$ cat src/rtl/timer_pkg.sv
// timer_pkg: shared state encoding, count width and segment constants for countdown_timer.
package timer_pkg;
    localparam int CW = 8;
    localparam logic [6:0] SEG_BLANK = 7'b1111111;
    localparam logic [6:0] SEG_ZERO = 7'b1000000;
    typedef enum logic [1:0] {IDLE, RUN, EXPIRED} state_t;
endpackage

$ cat src/rtl/hex_to_seven_seg.sv
// hex_to_seven_seg: 4-bit value to active-low segments, bit 0 = a ... bit 6 = g.
module hex_to_seven_seg
    import timer_pkg::*;
(
    input  logic [3:0] hex,
    output logic [6:0] seg
);
    always_comb begin
        case (hex)
            4'h0: seg = SEG_ZERO;
            4'h1: seg = 7'b1111001;
            4'h2: seg = 7'b0100100;
            4'h3: seg = 7'b0110000;
            4'h4: seg = 7'b0011001;
            4'h5: seg = 7'b0010010;
            4'h6: seg = 7'b0000010;
            4'h7: seg = 7'b1111000;
            4'h8: seg = 7'b0000000;
            4'h9: seg = 7'b0010000;
            4'ha: seg = 7'b0001000;
            4'hb: seg = 7'b0000011;
            4'hc: seg = 7'b1000110;
            4'hd: seg = 7'b0100001;
            4'he: seg = 7'b0000110;
            4'hf: seg = 7'b0001110;
            default: seg = SEG_BLANK;
        endcase
    end
endmodule

$ cat src/rtl/countdown_timer.sv
// countdown_timer: loadable 8-bit down counter with pause, divided step rate and hex display.
// AUTO_RELOAD_EN: restart from the last loaded value on expiry instead of halting.
module countdown_timer
    import timer_pkg::*;
#(
    parameter int TICK_DIV = 50_000_000
)(
    input  logic          clk,
    input  logic          clear,
    input  logic          enable,
    input  logic          load,
    input  logic [CW-1:0] load_value,
    input  logic          rate_sel,
    output logic [CW-1:0] count,
    output logic          done,
    output logic          expired,
    output logic [6:0]    HEX1,
    output logic [6:0]    HEX0
);
    localparam int DW = $clog2(TICK_DIV);
    localparam logic [DW-1:0] DIV_MAX = DW'(TICK_DIV - 1);

    state_t state, state_nxt;
    logic [DW-1:0] div;
    logic [CW-1:0] rl;
    logic tick, last, step;

    assign step = state == RUN && enable;
    assign tick = !rate_sel || div == DIV_MAX;
    assign last = tick && count == CW'(1);

`ifdef AUTO_RELOAD_EN
    logic [CW-1:0] reload;
    always_ff @(posedge clk) begin
        if (clear)
            reload <= '0;
        else if (load)
            reload <= load_value;
    end
    assign rl = reload;
`else
    assign rl = '0;
`endif

    always_ff @(posedge clk) begin
        if (clear)
            state <= IDLE;
        else
            state <= state_nxt;
    end

    // A zero reload value means the expiry step lands on 0, so halt in EXPIRED.
    always_comb begin
        state_nxt = load ? IDLE :
                    state == IDLE ? (enable && count != '0 ? RUN : IDLE) :
                    state == RUN ? (!enable ? IDLE : last && rl == '0 ? EXPIRED : RUN) :
                    EXPIRED;
    end

    always_comb begin
        expired = state == EXPIRED;
    end

    always_ff @(posedge clk) begin
        if (clear) begin
            count <= '0;
            div <= '0;
            done <= 1'b0;
        end else if (load) begin
            count <= load_value;
            div <= '0;
            done <= 1'b0;
        end else begin
            done <= step && last;
            if (step) begin
                div <= div == DIV_MAX ? '0 : div + 1'b1;
                if (tick)
                    count <= last ? rl : count - 1'b1;
            end
        end
    end

    hex_to_seven_seg u_hex1 (.hex(count[7:4]), .seg(HEX1));
    hex_to_seven_seg u_hex0 (.hex(count[3:0]), .seg(HEX0));
endmodule

$ cat config.mk
export PLATFORM = sky130hd
export DESIGN_NAME = countdown_timer
export DESIGN_NICKNAME = d
export VERILOG_FILES = /design/src/rtl/timer_pkg.sv /design/src/rtl/hex_to_seven_seg.sv /design/src/rtl/countdown_timer.sv
export SDC_FILE = /design/constraint.sdc
export NUM_CORES = 1
export LEC_CHECK = 0
export ABC_AREA = 0
export CORE_MARGIN = 5
export CORE_UTILIZATION = 40
export CTS_BUF_LIST = sky130_fd_sc_hd__clkbuf_8
export DETAILED_ROUTE_END_ITERATION = 8
export HOLD_SLACK_MARGIN = 0.02
export MAX_ROUTING_LAYER = met4
export SETUP_SLACK_MARGIN = 0.1
export SYNTH_ARGS = -nofsm -noshare
export SYNTH_HDL_FRONTEND = slang
export SYNTH_SLANG_ARGS = --single-unit
$ cat constraint.sdc
create_clock -name clk -period 3.21 [get_ports clk]
set_input_delay 0.321 -clock clk [delete_from_list [all_inputs] [get_ports clk]]
set_output_delay 0.321 -clock clk [all_outputs]
set_load 0.01 [all_outputs]
==> qor.yml, run 1 <==
placement:
  dp_hpwl_um: 4700
  io_buffers: 36
  place_area_sq_um: 3340
  place_congestion: 0.861
finish:
  syn_to_final_growth_pct: 23.2
  fill_cells: 660
  layout_common_cells: "51 x dfxtp_1, 45 x nor2_1, 36 x clkdlybuf4s50_1"
  stdcell_area_sq_um: 3440
  layout_commonest_cell: "dfxtp_1"
  nNetsFinal: 394
  drive_gt1_share_pct: 12.0
  n_antenna_cell: 0
power_and_ir_drop:
  cellLeakagePower_uw: 0.00126
  max-vdd-ir-drop_v: 0.000146
  power_density_nw_per_um2: 375
die:
  die_x_um: 93.6
  core_area_sq_um: 6790
  fp.dieH_um: 93.6
  start_util_pct: 41.1
  std_cell_rows: 30
  ios: 37
  die-area_sq_um: 8760
global_routing:
  grt_pass1_vias: 2211
  grt_pass1_wl_um: 10100
  grt_max_degree: 26
  gr-usage-all-layers_pct: 14.8
  globalRoute.totalOverflow: 0
  antenna_found_initial: 0
timing:
  hold_ws_ns: 0.497
  worst_slew_pin_slew_ns: 0.632
  maxSlewHeadroom_pct: 57.8
  setup-tns-final_ns: 0
  hold_viol_final: 0
  drv_slew: 0
  finClkSkew_ns: 0.00784
  fin_crit_sh_pct: 90.4
  setup_viol: 0
  period_needed_ns: 2.90
  grt_setup_unrepaired: "yes"
  max_freq_mhz: 345
routing:
  routed-via-count: 2299
  routed.top_layer: "met4"
  dr.pass1.iters: 4
  wl_per_cell_um: 13.4
  via_per_inst: 4.98
  met3WireLength_um: 181
  wirelength_um: 6190
  drc: 0
  wl_met1_um: 2910
  drtIter0Drc: 72
  ant_nets: 0
  dr_wl_met2_um: 2980
cts:
  ctsHtreeMaxLevel: 2
  cts_buffer_depth: 2
  hold_buffers: 0
  cts-root-buf: "clkbuf_8"
  clkSlewWorstSetupHoldPaths_ns: 0.09
  clkSinkCount: 51
  cts_tree: "yes"
  clk_latency_ns: 0.31
  cts_made_buffers: 5
min_path:
  hold_path_end: "div[1]$_SDFFE_PP0P_"
  hold_class: "flip-flop to flip-flop"
  whs_path_depth: 2
  worstHoldStart: "div[1]$_SDFFE_PP0P_"
synthesis:
  syn_area_sq_um: 2800
  seq_area_frac_synth_pct: 36.5
  syn-instance-count: 317
  ys_warn_count: 0
  synth_edf_count: 0
  synth_flop_cell: "dfxtp_1"
  syn_area_per_cell_sq_um: 8.82
  synth.distinct_cells: 59
  async_flop_share_pct: 0
  ys_seq_elements: 51
  synth_nets: 346
critical_path:
  rr_startpoint: "count[0]$_SDFFE_PP0N_"
  rr_endpoint: "u_hex1.seg[0]$_DFF_P_"
  worst_setup_path_start_kind: "flip-flop"
  r2r_slack_ns: 0.31
  critPathKind: "flip-flop to flip-flop"
  cp_max_fo: 6
  cp-end-kind: "flip-flop"
  arrival_ns: 3.10
  ff2ff_path_depth: 11
  worstPathRequired_ns: 3.41
run_status:
  status: "complete, no violations"
flow_run:
  max-cap-violations: 0
-- worst max-delay path: stages (launching register included) --
cell,delay [ns]
dfxtp_1,0.33
buf_4,0.15
inv_1,0.09
ha_1,0.21
or3b_2,0.48
o41ai_1,0.26
o21ai_0,0.14
a211oi_2,0.32
or2_1,0.28
inv_2,0.10
xnor2_1,0.14
a221o_1,0.28
-- repair_timing --
action,4_1_cts,5_1_grt
resized for setup,0,3
buffers inserted,0,1
endpoints found under the setup margin,0,9
hold endpoints to repair,0,0
-- layout make-up --
| class | count | area [sq um] | area share (%) |
|---|---|---|---|
| Timing Repair Buffer | 51 | 473 | 13.7 |
| Tap cell | 96 | 120 | 3.49 |
| Inverter | 15 | 56.3 | 1.63 |
| Multi-Input combinational cell | 241 | 1690 | 49.0 |
| Clock inverter | 3 | 16.3 | 0.472 |
| Clock buffer | 5 | 68.8 | 2.00 |
| Sequential cell | 51 | 1020 | 29.6 |
-- cells by family (layout without fill, tap and decap cells) --
family          Yosys count  in the layout  share of synthesized area (%)
compound gates           48             48                           12.8
xor+xnor                 26             26                           8.15
fa+ha+maj                16             16                           7.16
buf+inv                  25             74                           3.54
flops                    51             51                           36.5
mux                      13             13                           4.70
simple gates            138            138                           27.1
-- power by group --
part | leakage (uW) | internal, uW | switching, uW | total [uW]
Sequential | 0.000416 | 659 | 13.8 | 673
Combinational | 0.000799 | 129 | 126 | 255
Clock | 0.0000453 | 150 | 214 | 364
Total | 0.00126 | 938 | 354 | 1290
-- worst max-delay path by stage --
| stage | startpoint | end | slack, ns | cells after the start |
|---|---|---|---|---|
| after floorplan | div[24]$_SDFFE_PP0P_ | u_hex1.seg[0]$_DFF_P_ | 0.32 | 9 |
| after global placement | enable | u_hex0.seg[1]$_DFF_P_ | 0.12 | 10 |
| after detailed placement | enable | u_hex0.seg[1]$_DFF_P_ | 0.11 | 10 |
| after CTS | div[24]$_SDFFE_PP0P_ | u_hex0.seg[1]$_DFF_P_ | 0.22 | 9 |
| after global routing | count[0]$_SDFFE_PP0N_ | u_hex1.seg[6]$_DFF_P_ | 0.12 | 11 |
| final | count[0]$_SDFFE_PP0N_ | u_hex1.seg[0]$_DFF_P_ | 0.31 | 11 |
-- synth_stat cells (2+ instances only) --
master    number  area, sq um
nor4_1         4         25.0
a221oi_1       2         17.5
clkbuf_1       6         22.5
xnor2_1       14          123
a21oi_1       10         50.1
and2_1         7         43.8
nand4_1        5         31.3
nand3_1       13         65.1
inv_1         13         48.8
or3_1          4         25.0
nand3b_1       5         37.5
mux2i_1       12          120
xor2_1        12          105
nor4_4         2         42.5
a31oi_1        3         18.8
a211oi_1       3         22.5
nand2_1       19         71.3
or2_1          2         12.5
nor3_1         7         35.0
nand2b_1       2         12.5
and3_1         6         37.5
a21boi_0       3         22.5
o41ai_1        2         17.5
nor2_1        46          173
o21ai_0        5         25.0
dfxtp_1       51         1020
nor3_2         2         20.0
ha_1          16          200
buf_1          2         7.51
inv_2          2         7.51
a22oi_1        2         15.0
nor2b_1        4         25.0
o22ai_1        4         25.0
or4_1          2         15.0
-- state kept, by name, summed over array words and instances, names as in the netlist --
signal      cells
u_hex0.seg      7
u_hex1.seg      7
state           2
count           8
div            26
done            1
-- metal layers --
metal / vias up / track usage (%)
met5: - / -
met4: 0 / 6.14
met3: 9 / 2.17
met2: 35 / 25.4
met1: 1050 / 17.2
li1: 1205 / -
-- stage by stage --
step / worst slack (ns) / cells / utilization (%) / power (uW)
5_1_grt: 0.119 / 462 / 50.7 / 1350
4_1_cts: 0.216 / 461 / 50.4 / 1310
3_3_place_gp: 0.122 / 453 / 49.1 / 940
3_5_place_dp: 0.112 / 453 / 49.1 / 939
2_1_floorplan: 0.321 / 317 / - / 829
6_report: 0.309 / 462 / 50.7 / 1290
Power figures use the tool's default switching activity.
==> run 2: changes to the inputs <==
--- a/config.mk
+++ b/config.mk
@@ -8,10 +8,9 @@
 export ABC_AREA = 0
 export CORE_MARGIN = 5
 export CORE_UTILIZATION = 40
-export CTS_BUF_LIST = sky130_fd_sc_hd__clkbuf_8
 export DETAILED_ROUTE_END_ITERATION = 8
 export HOLD_SLACK_MARGIN = 0.02
-export MAX_ROUTING_LAYER = met4
+export PLACE_DENSITY_LB_ADDON = 0.08
 export SETUP_SLACK_MARGIN = 0.1
 export SYNTH_ARGS = -nofsm -noshare
 export SYNTH_HDL_FRONTEND = slang
==> qor.yml, run 2 (synthesis results as in run 1) <==
die:
  core_area_sq_um: 6790
  ios: 37
  fp.dieH_um: 93.6
  die_x_um: 93.6
  start_util_pct: 41.1
  die-area_sq_um: 8760
  std_cell_rows: 30
finish:
  n_antenna_cell: 0
  layout_commonest_cell: "dfxtp_1"
  largest_reg_flops: 26
  syn_to_final_growth_pct: 24.0
  reg_top3: "div (26), count (8)"
  top_register: "div"
  nNetsFinal: 394
  layout_common_cells: "51 x dfxtp_1, 45 x nor2_1, 36 x clkdlybuf4s50_1"
  finalNonFillerCells: 462
  drive_gt1_share_pct: 11.7
critical_path:
  critPathKind: "flip-flop to flip-flop"
  arrival_ns: 3.17
  crit_path_top_delay_cell: "or3b_2"
  worst_setup_path_start_kind: "flip-flop"
  cpPeakStageDelay_ns: 0.48
  cpMostUsedCell: "or2_1"
  rr_endpoint: "u_hex1.seg[6]$_DFF_P_"
  rr_startpoint: "count[0]$_SDFFE_PP0N_"
  cp_max_fo: 6
  ff2ff_path_depth: 10
  r2r_slack_ns: 0.27
  cp-end-kind: "flip-flop"
  worstPathRequired_ns: 3.44
  crit_buf_inv: 2
  crit_family: "simple AND/OR/NAND/NOR gates"
  path_cells: "inv_1, ha_1, or3b_2, o41ai_1, o21ai_0, a211oi_2, or2_1, inv_2, or2_1, o22ai_1"
min_path:
  hold_class: "flip-flop to flip-flop"
  whs_path_depth: 2
  hold_path_end: "div[1]$_SDFFE_PP0P_"
  worstHoldStart: "div[1]$_SDFFE_PP0P_"
timing:
  grt_setup_unrepaired: "no"
  fin_crit_sh_pct: 91.7
  maxSlewHeadroom_pct: 67.6
  setup_viol: 0
  period_needed_ns: 2.94
  max_freq_mhz: 340
  hold_viol_final: 0
  worst_slack_ns: 0.268
  finClkSkew_ns: 0.00683
  worst_slew_pin_slew_ns: 0.472
  drv_slew: 0
  setup-tns-final_ns: 0
routing:
  drc: 0
  wl_per_cell_um: 13.5
  via_per_inst: 5.11
  drtIter0Drc: 101
  routed-via-count: 2361
  ant_nets: 0
  dr.pass1.iters: 5
  wirelength_um: 6230
placement:
  pre_cts_ws_ns: 0.0568
  io_buffers: 36
  place_congestion: 0.867
  dp.cells: 454
  dp_hpwl_um: 4730
power_and_ir_drop:
  max-vdd-ir-drop_v: 0.000222
  power_density_nw_per_um2: 403
  cellLeakagePower_uw: 0.00127
global_routing:
  grt_pass1_vias: 2246
  gr-usage-all-layers_pct: 14.7
  antenna_found_initial: 0
  grt_max_degree: 26
  globalRoute.totalOverflow: 0
  grt_pass1_wl_um: 10300
cts:
  clk_latency_ns: 0.31
  cts-root-buf: "clkbuf_8"
  cts_buffer_depth: 2
  postCtsSetupBuffers: 0
  ctsHtreeMaxLevel: 2
  clkSlewWorstSetupHoldPaths_ns: 0.09
  cts_made_buffers: 5
  clkSinkCount: 51
  cts_tree: "yes"
run_status:
  status: "complete, no violations"
flow_run:
  max-cap-violations: 0
-- run 2: worst max path at each step --
stage	startpoint	to	slack [ns]	cells after the start
after global placement	enable	u_hex1.seg[0]$_DFF_P_	0.16	10
after detailed placement	enable	u_hex1.seg[6]$_DFF_P_	0.06	9
after floorplan	div[24]$_SDFFE_PP0P_	u_hex1.seg[0]$_DFF_P_	0.32	9
final	count[0]$_SDFFE_PP0N_	u_hex1.seg[6]$_DFF_P_	0.27	10
after global routing	count[1]$_SDFFE_PP0N_	u_hex1.seg[3]$_DFF_P_	0.11	13
after CTS	count[1]$_SDFFE_PP0N_	u_hex1.seg[0]$_DFF_P_	0.27	11
-- run 2: per-stage QoR --
stage / total power, uW / cell area, sq um / hold WS, ns / utilization [%]
finish: 1400 / 3470 / 0.490 / 51.0
global route: 1460 / 3470 / 0.545 / 51.0
CTS: 1410 / 3460 / 0.491 / 51.0
detailed placement: 941 / 3350 / 0.477 / 49.2
global placement: 941 / 3350 / 0.474 / 49.2
floorplan: 829 / 2800 / 0.448 / -
-- run 2: tightest hold or removal path: stages (launching register included) --
cell and delay, ns:
dfxtp_1 0.34, nand2_1 0.05, a21boi_0 0.06
-- run 2: final cells by class --
class | instances | area, sq um
Timing Repair Buffer | 51 | 473
Clock inverter | 2 | 35.0
Fill cell | 659 | 3330
Tap cell | 96 | 120
Multi-Input combinational cell | 241 | 1680
Clock buffer | 6 | 82.6
Sequential cell | 51 | 1020
Inverter | 15 | 56.3
-- run 2: timing repair --
item	in CTS	in global routing
hold buffers	0	0
resized for setup	0	2
setup endpoints to repair	0	5
-- run 2: power breakdown --
part / internal (uW) / switching [uW]
Sequential: 659 / 15.2
Combinational: 127 / 126
Clock: 253 / 219
Total: 1040 / 360
-- run 2: per-layer routing --
metal	track usage [%]	share of wire (%)	vias to the layer above
li1	-	-	1206
met1	18.6	47	1089
met2	24.2	47	51
met3	3.22	3.7	15
met4	6.14	1.9	0
met5	0	0	-
